### config.mk
export PLATFORM = sky130hd
export DESIGN_NAME = anc_sample_ctrl
export DESIGN_NICKNAME = d
export VERILOG_FILES = /design/src/rtl/anc_pkg.sv /design/src/rtl/bw_mult.sv /design/src/rtl/saturate.sv /design/src/rtl/anc_sample_ctrl.sv
export SDC_FILE = /design/constraint.sdc
export NUM_CORES = 1
export LEC_CHECK = 0
export BUFFER_PORTS_ARGS = -buffer_cell sky130_fd_sc_hd__buf_2
export CAP_MARGIN = 40
export CORE_UTILIZATION = 29
export CTS_BUF_LIST = sky130_fd_sc_hd__clkbuf_2
export DETAILED_ROUTE_END_ITERATION = 10
export GPL_ROUTABILITY_DRIVEN = 0
export PLACE_DENSITY = 0.46
export SETUP_SLACK_MARGIN = 0.4
export SLEW_MARGIN = 10
export SYNTH_ARGS = -nofsm -noshare
export SYNTH_HDL_FRONTEND = slang
export SYNTH_SLANG_ARGS = --single-unit
### constraint.sdc
create_clock -name clk -period 5.9 [get_ports clk]
set_input_delay 0.59 -clock clk [delete_from_list [all_inputs] [get_ports clk]]
set_output_delay 0.59 -clock clk [all_outputs]
set_load 0.1 [all_outputs]
### src/rtl/anc_pkg.sv
// Shared state encoding and Q1.15 constants for the ANC per-sample sequencer.
package anc_pkg;

  localparam int Q15_W = 16;
  localparam logic [Q15_W-1:0] Q15_MAX = 16'h7FFF;
  localparam logic [Q15_W-1:0] Q15_MIN = 16'h8000;

  typedef enum logic [1:0] {
    ST_IDLE,
    ST_LATCH,
    ST_GO,
    ST_WAIT
  } state_t;

endpackage

### src/rtl/bw_mult.sv
// Signed AW x BW multiplier producing the full-precision product.
module bw_mult #(
  parameter int AW = 16,
  parameter int BW = 16
) (
  input  logic signed [AW-1:0]    i_a,
  input  logic signed [BW-1:0]    i_b,
  output logic signed [AW+BW-1:0] o_p
);

  assign o_p = i_a * i_b;

endmodule

### src/rtl/saturate.sv
// Clamp a signed IW-bit value into a signed OW-bit range.
module saturate #(
  parameter int IW = 17,
  parameter int OW = 16
) (
  input  logic [IW-1:0] i_d,
  output logic [OW-1:0] o_q
);

  logic [IW-OW:0] w_hi;
  logic           w_fits;

  // The value fits when every bit above the output sign bit matches it.
  assign w_hi   = i_d[IW-1:OW-1];
  assign w_fits = (w_hi == '0) || (w_hi == '1);

  assign o_q = w_fits    ? i_d[OW-1:0] :
               i_d[IW-1] ? {1'b1, {(OW-1){1'b0}}} :
                           {1'b0, {(OW-1){1'b1}}};

endmodule

### src/rtl/anc_sample_ctrl.sv
// Per-sample sequencer: capture ADC samples, form mu*e, run one FIR pass,
// and hand the result to the DAC while policing overruns and FIR hangs.
module anc_sample_ctrl
  import anc_pkg::*;
#(
  parameter int TIMEOUT_CYC = 300,
  parameter int TW          = 9
) (
  input  logic             clk,
  input  logic             rst_n,
  input  logic             i_enable,
  input  logic [Q15_W-1:0] i_mu,
  input  logic             i_err_clr,
  input  logic             i_sample_valid,
  input  logic [Q15_W-1:0] i_x_sample,
  input  logic [Q15_W-1:0] i_e_sample,
  input  logic [Q15_W-1:0] i_a_sample,
  output logic [Q15_W-1:0] o_fir_x_in,
  output logic [Q15_W-1:0] o_fir_a_in,
  output logic [Q15_W-1:0] o_fir_weight_adjust,
  output logic             o_fir_go,
  input  logic             i_fir_done,
  input  logic [Q15_W-1:0] i_fir_out_sample,
  output logic [Q15_W-1:0] o_dac_data,
  output logic             o_dac_valid,
  input  logic             i_dac_ready,
  output logic             o_busy,
  output logic [7:0]       o_overrun_cnt,
  output logic             o_dac_ovf,
  output logic             o_timeout_err
);

  state_t             r_state;
  state_t             w_next_state;
  logic               w_capture;
  logic               w_done_ok;
  logic               w_timeout;
  logic               w_overrun;
  logic               w_ovf_set;

  logic [Q15_W-1:0]   r_x_in;
  logic [Q15_W-1:0]   r_a_in;
  logic [Q15_W-1:0]   r_e_reg;
  logic [Q15_W-1:0]   r_wadj;
  logic               r_fir_go;
  logic [TW-1:0]      r_tmo_cnt;
  logic [TW-1:0]      w_cnt_inc;
  logic [Q15_W-1:0]   r_dac_data;
  logic               r_dac_valid;
  logic [7:0]         r_overrun;
  logic               r_dac_ovf;
  logic               r_tmo_err;

  logic [2*Q15_W-1:0] w_prod;
  logic [Q15_W-1:0]   w_wadj;
  logic               w_unused_lsb;

  bw_mult #(.AW(Q15_W), .BW(Q15_W)) u_mult (
    .i_a (i_mu),
    .i_b (r_e_reg),
    .o_p (w_prod)
  );

  // Q1.15 x Q1.15 gives Q2.30; bits [31:15] are the Q1.15 result plus one guard bit.
  saturate #(.IW(Q15_W+1), .OW(Q15_W)) u_sat (
    .i_d (w_prod[2*Q15_W-1:Q15_W-1]),
    .o_q (w_wadj)
  );

  assign w_unused_lsb = ^w_prod[Q15_W-2:0];
  assign w_cnt_inc    = r_tmo_cnt + 1'b1;

  always_ff @(posedge clk or negedge rst_n) begin
    if (!rst_n) r_state <= ST_IDLE;
    else        r_state <= w_next_state;
  end

  always_comb begin
    w_next_state = r_state;
    w_capture    = 1'b0;
    w_done_ok    = 1'b0;
    w_timeout    = 1'b0;
    unique case (r_state)
      ST_IDLE: begin
        if (i_sample_valid && i_enable) begin
          w_capture    = 1'b1;
          w_next_state = ST_LATCH;
        end
      end
      ST_LATCH: w_next_state = ST_GO;
      ST_GO:    w_next_state = ST_WAIT;
      ST_WAIT: begin
        if (i_fir_done) begin
          w_done_ok    = 1'b1;
          w_next_state = ST_IDLE;
        end else if (w_cnt_inc == TW'(TIMEOUT_CYC - 1)) begin
          w_timeout    = 1'b1;
          w_next_state = ST_IDLE;
        end
      end
      default: w_next_state = ST_IDLE;
    endcase
  end

  assign w_overrun = i_sample_valid && i_enable && (r_state != ST_IDLE);
  assign w_ovf_set = w_done_ok && r_dac_valid && !i_dac_ready;

  always_ff @(posedge clk or negedge rst_n) begin
    if (!rst_n) begin
      r_x_in    <= '0;
      r_a_in    <= '0;
      r_e_reg   <= '0;
      r_wadj    <= '0;
      r_fir_go  <= 1'b0;
      r_tmo_cnt <= '0;
    end else begin
      r_fir_go <= (w_next_state == ST_GO);
      if (w_capture) begin
        r_x_in  <= i_x_sample;
        r_a_in  <= i_a_sample;
        r_e_reg <= i_e_sample;
      end
      if (r_state == ST_LATCH) r_wadj <= w_wadj;
      if (r_state == ST_GO)        r_tmo_cnt <= '0;
      else if (r_state == ST_WAIT) r_tmo_cnt <= w_cnt_inc;
    end
  end

  // A reload on fir_done takes priority over a same-cycle DAC accept.
  always_ff @(posedge clk or negedge rst_n) begin
    if (!rst_n) begin
      r_dac_data  <= '0;
      r_dac_valid <= 1'b0;
    end else if (w_done_ok) begin
      r_dac_data  <= i_fir_out_sample;
      r_dac_valid <= 1'b1;
    end else if (r_dac_valid && i_dac_ready) begin
      r_dac_valid <= 1'b0;
    end
  end

  // Sticky flags: a set event in the same cycle as err_clr wins.
  always_ff @(posedge clk or negedge rst_n) begin
    if (!rst_n) begin
      r_overrun <= '0;
      r_dac_ovf <= 1'b0;
      r_tmo_err <= 1'b0;
    end else begin
      if (w_overrun) begin
        if (r_overrun != 8'hFF) r_overrun <= r_overrun + 8'd1;
      end else if (i_err_clr) begin
        r_overrun <= '0;
      end
      if (i_err_clr) r_dac_ovf <= 1'b0;
      if (w_ovf_set) r_dac_ovf <= 1'b1;
      if (i_err_clr) r_tmo_err <= 1'b0;
      if (w_timeout) r_tmo_err <= 1'b1;
    end
  end

  assign o_fir_x_in          = r_x_in;
  assign o_fir_a_in          = r_a_in;
  assign o_fir_weight_adjust = r_wadj;
  assign o_fir_go            = r_fir_go;
  assign o_dac_data          = r_dac_data;
  assign o_dac_valid         = r_dac_valid;
  assign o_busy              = (r_state != ST_IDLE);
  assign o_overrun_cnt       = r_overrun;
  assign o_dac_ovf           = r_dac_ovf;
  assign o_timeout_err       = r_tmo_err;

endmodule

==> flow_summary.ini <==
[drt]
vias = 10680
routedWlPerCell_um = 15.15
drt-initial-drc-count = 413
ant_nets = 0
dr.pass1.iters = 5
routed_wl_mm = 36.08
drc = 0
vias_per_cell = 4.485

[setup_path]
startpoint_type = register
endpoint_kind = register
criticalPathCategory = register to register
required_ns = 6.52
r2r_setup_slack_ns = -0.26
arrival_ns = 6.77
critPathMaxFanout = 6

[synthesis]
synth_top_family_by_area = adder cells
ys_ff_latch = 103
synth_cell_type_count = 57
synth.area.top_cells = fa_1 38%, dfrtp_1 19%, inv_1 8.5%
synth.area.mux_share_pct = 5.243
synth.top_cell.area_share_pct = 37.55
synth.net_count = 1827
synth-async-reset-ratio_pct = 100.0
ys_seq_area_share_pct = 18.53
synth_edf_count = 0
avgSynthCellArea_um2 = 9.959
synth_xor_xnor_area_share_pct = 1.637
synth_compound_area_share_pct = 6.682
synth_warnings = 0
ys.flop_type = dfrtp_1
synth_top_cell_by_area = fa_1
synthAdderAreaFrac_pct = 44.93
syn_area_um2 = 13910
synthSimpleGateAreaFrac_pct = 13.08
synthCells = 1397

[run_status]
status = finished, violations left
violations = setup timing

[global_routing]
grt_start_max_net_pins = 58
grt.busiest_layer = met2
grt_usage_pct = 15.67
grtUsageMet1_pct = 18.81
grt_overflow_total = 0
grt_pass1_wl_mm = 60.91
use_met3_pct = 1.925
antenna_found_initial = 3
grt_pass1_vias = 12080
grtUsageMet2_pct = 29.23

[timing]
finalHoldViolations = 0
slew_violations = 0
fmax_ghz = 0.1624
final-setup-viol-count = 16
fin_crit_ns = 6.156
fin_crit_sh_pct = 104.3
fin_ws_ns = -0.2559
slew_headroom_pct = 55.00
holdWs_ns = 0.2357
fin_skew_ns = 0.03982
rsz0062_at_grt = yes
worst_slew_pin_slew_ns = 0.6750

[clock_network]
path_clk_slew_ns = 0.33
cts_sinks = 103
cts_tree = yes
clock_path_buffers = 2
ctsHtreeMaxLevel = 3
clk_latency_ns = 0.71
cts_buffers = 9
cts_root_buf = clkbuf_2

[floorplanning]
core_um2 = 46950
dieArea_um2 = 48860
fp.dieH_um = 221.0
rows = 79
die_w_um = 221.0
io_pins = 164
initial_core_util_pct = 29.63

[flow_run]
drv_cap = 0

[placed_design]
dp_hpwl_mm = 29.36
numPortBuffers = 163
placedInstanceArea_um2 = 16660

[hold_path]
hold_class = input port to register

[layout]
fin_nets = 2197
drive_above_1_share_pct = 29.57
area_growth_pct = 29.69
final_cell_area_um2 = 18040
==> layout by cell type (no fill, tap or decap), types with 9 or more instances in the layout <==
master	netlist	final
fa_1	261	248
clkbuf_2	0	10
dfrtp_2	0	11
dfrtp_1	103	92
nand2_1	158	151
o21ai_0	25	23
fa_2	0	13
ha_1	82	73
nor2_1	27	26
a21oi_1	20	14
buf_6	0	17
and2_1	121	113
o21ai_2	11	16
mux2_2	63	63
buf_4	0	149
nand3_1	20	19
buf_2	1	163
inv_1	314	308
ha_4	0	9
dlygate4sd3_1	0	69
xnor2_1	20	19
==> worst paths after layout <==
kind | from | endpoint | cells after the start
min | i_enable | r_state[0]$_DFF_PN0_ | 3
max reg2reg | r_e_reg[4]$_DFFE_PN0P_ | o_fir_weight_adjust[9]$_DFFE_PN0P_ | 22
max | r_e_reg[4]$_DFFE_PN0P_ | o_fir_weight_adjust[9]$_DFFE_PN0P_ | 22
min in group asynchronous | rst_n | o_fir_a_in[12]$_DFFE_PN0P_ | 2
min reg2reg | o_fir_weight_adjust[4]$_DFFE_PN0P_ | o_fir_weight_adjust[4]$_DFFE_PN0P_ | 2
max in group asynchronous | rst_n | r_e_reg[1]$_DFFE_PN0P_ | 4
==> area by class of cell <==
| class | instances | area, µm² |
|---|---|---|
| Antenna cell | 3 | 7.507 |
| Clock buffer | 10 | 50.05 |
| Clock inverter | 6 | 51.30 |
| Fill cell | 4704 | 28910 |
| Inverter | 314 | 1179 |
| Multi-Input combinational cell | 930 | 10360 |
| Sequential cell | 103 | 2591 |
| Tap cell | 607 | 759.5 |
| Timing Repair Buffer | 409 | 3047 |
==> per-stage QoR <==
stage	TNS, ns	setup slack (ns)	utilization, %	std cells
2_1_floorplan	-1.722	-0.1729	-	1397
3_3_place_gp	-9.898	-0.7210	35.38	2270
3_5_place_dp	-10.65	-0.8008	35.48	2273
4_1_cts	-3.613	-0.2709	37.88	2369
5_1_grt	-6.868	-0.4655	38.43	2382
6_report	-3.221	-0.2559	38.43	2382
==> cells in the mapped netlist (6+ instances only) <==
| cell | instances |
|---|---|
| nand4_1 | 7 |
| nor2_1 | 27 |
| o21ai_0 | 25 |
| o211ai_1 | 6 |
| a31oi_1 | 13 |
| xor2_1 | 6 |
| dfrtp_1 | 103 |
| nor3_1 | 8 |
| o31ai_1 | 6 |
| nand2_1 | 158 |
| clkbuf_1 | 45 |
| o22ai_1 | 7 |
| a21oi_1 | 20 |
| nand3_1 | 20 |
| mux2_2 | 63 |
| o21a_1 | 6 |
| xnor2_1 | 20 |
| nand2b_1 | 9 |
| o21ai_2 | 11 |
| and2_1 | 121 |
| inv_1 | 314 |
| fa_1 | 261 |
| ha_1 | 82 |
==> critical path, cell delays in order (launching register included) <==
cell and delay, ns:
dfrtp_2 0.53, buf_6 0.15, and2_4 0.15, fa_1 0.52, inv_1 0.06, fa_2 0.58, fa_2 0.44, inv_1 0.08
fa_2 0.44, fa_1 0.49, inv_1 0.05, fa_1 0.49, inv_2 0.04, ha_4 0.21, and3_4 0.19, o31ai_4 0.18
a31o_1 0.21, o31ai_4 0.11, o211a_4 0.27, or4_4 0.49, o311ai_4 0.14, clkbuf_16 0.23, o21ai_2 0.05
==> logic make-up (layout without fill, tap and decap cells) <==
| kind of cell | after synthesis | in the layout |
|---|---|---|
| AND/OR/NAND/NOR | 368 | 368 |
| buffers and inverters | 364 | 739 |
| adder cells (fa/ha/maj) | 343 | 343 |
| AO/OA/AOI/OAI | 128 | 128 |
| flip-flops | 103 | 103 |
| multiplexers | 65 | 65 |
| XOR/XNOR | 26 | 26 |
| other | 0 | 3 |
==> layer usage <==
metal / up-vias / share of wire [%]
met5: - / 0
met3: 35 / 2.5
met4: 0 / 2.3
li1: 5018 / -
met1: 5464 / 43
met2: 167 / 52
==> what timing repair did <==
item	4_1_cts	5_1_grt
setup buffers	10	9
cloned	1	1
hold buffers	69	0
endpoints found under the hold margin	103	0
gates resized for setup	50	37
pin swaps	14	12
endpoints found under the setup margin	16	16
Power is not shown: default switching activity piles up to over one toggle a cycle in this logic, so the estimate is an artifact.
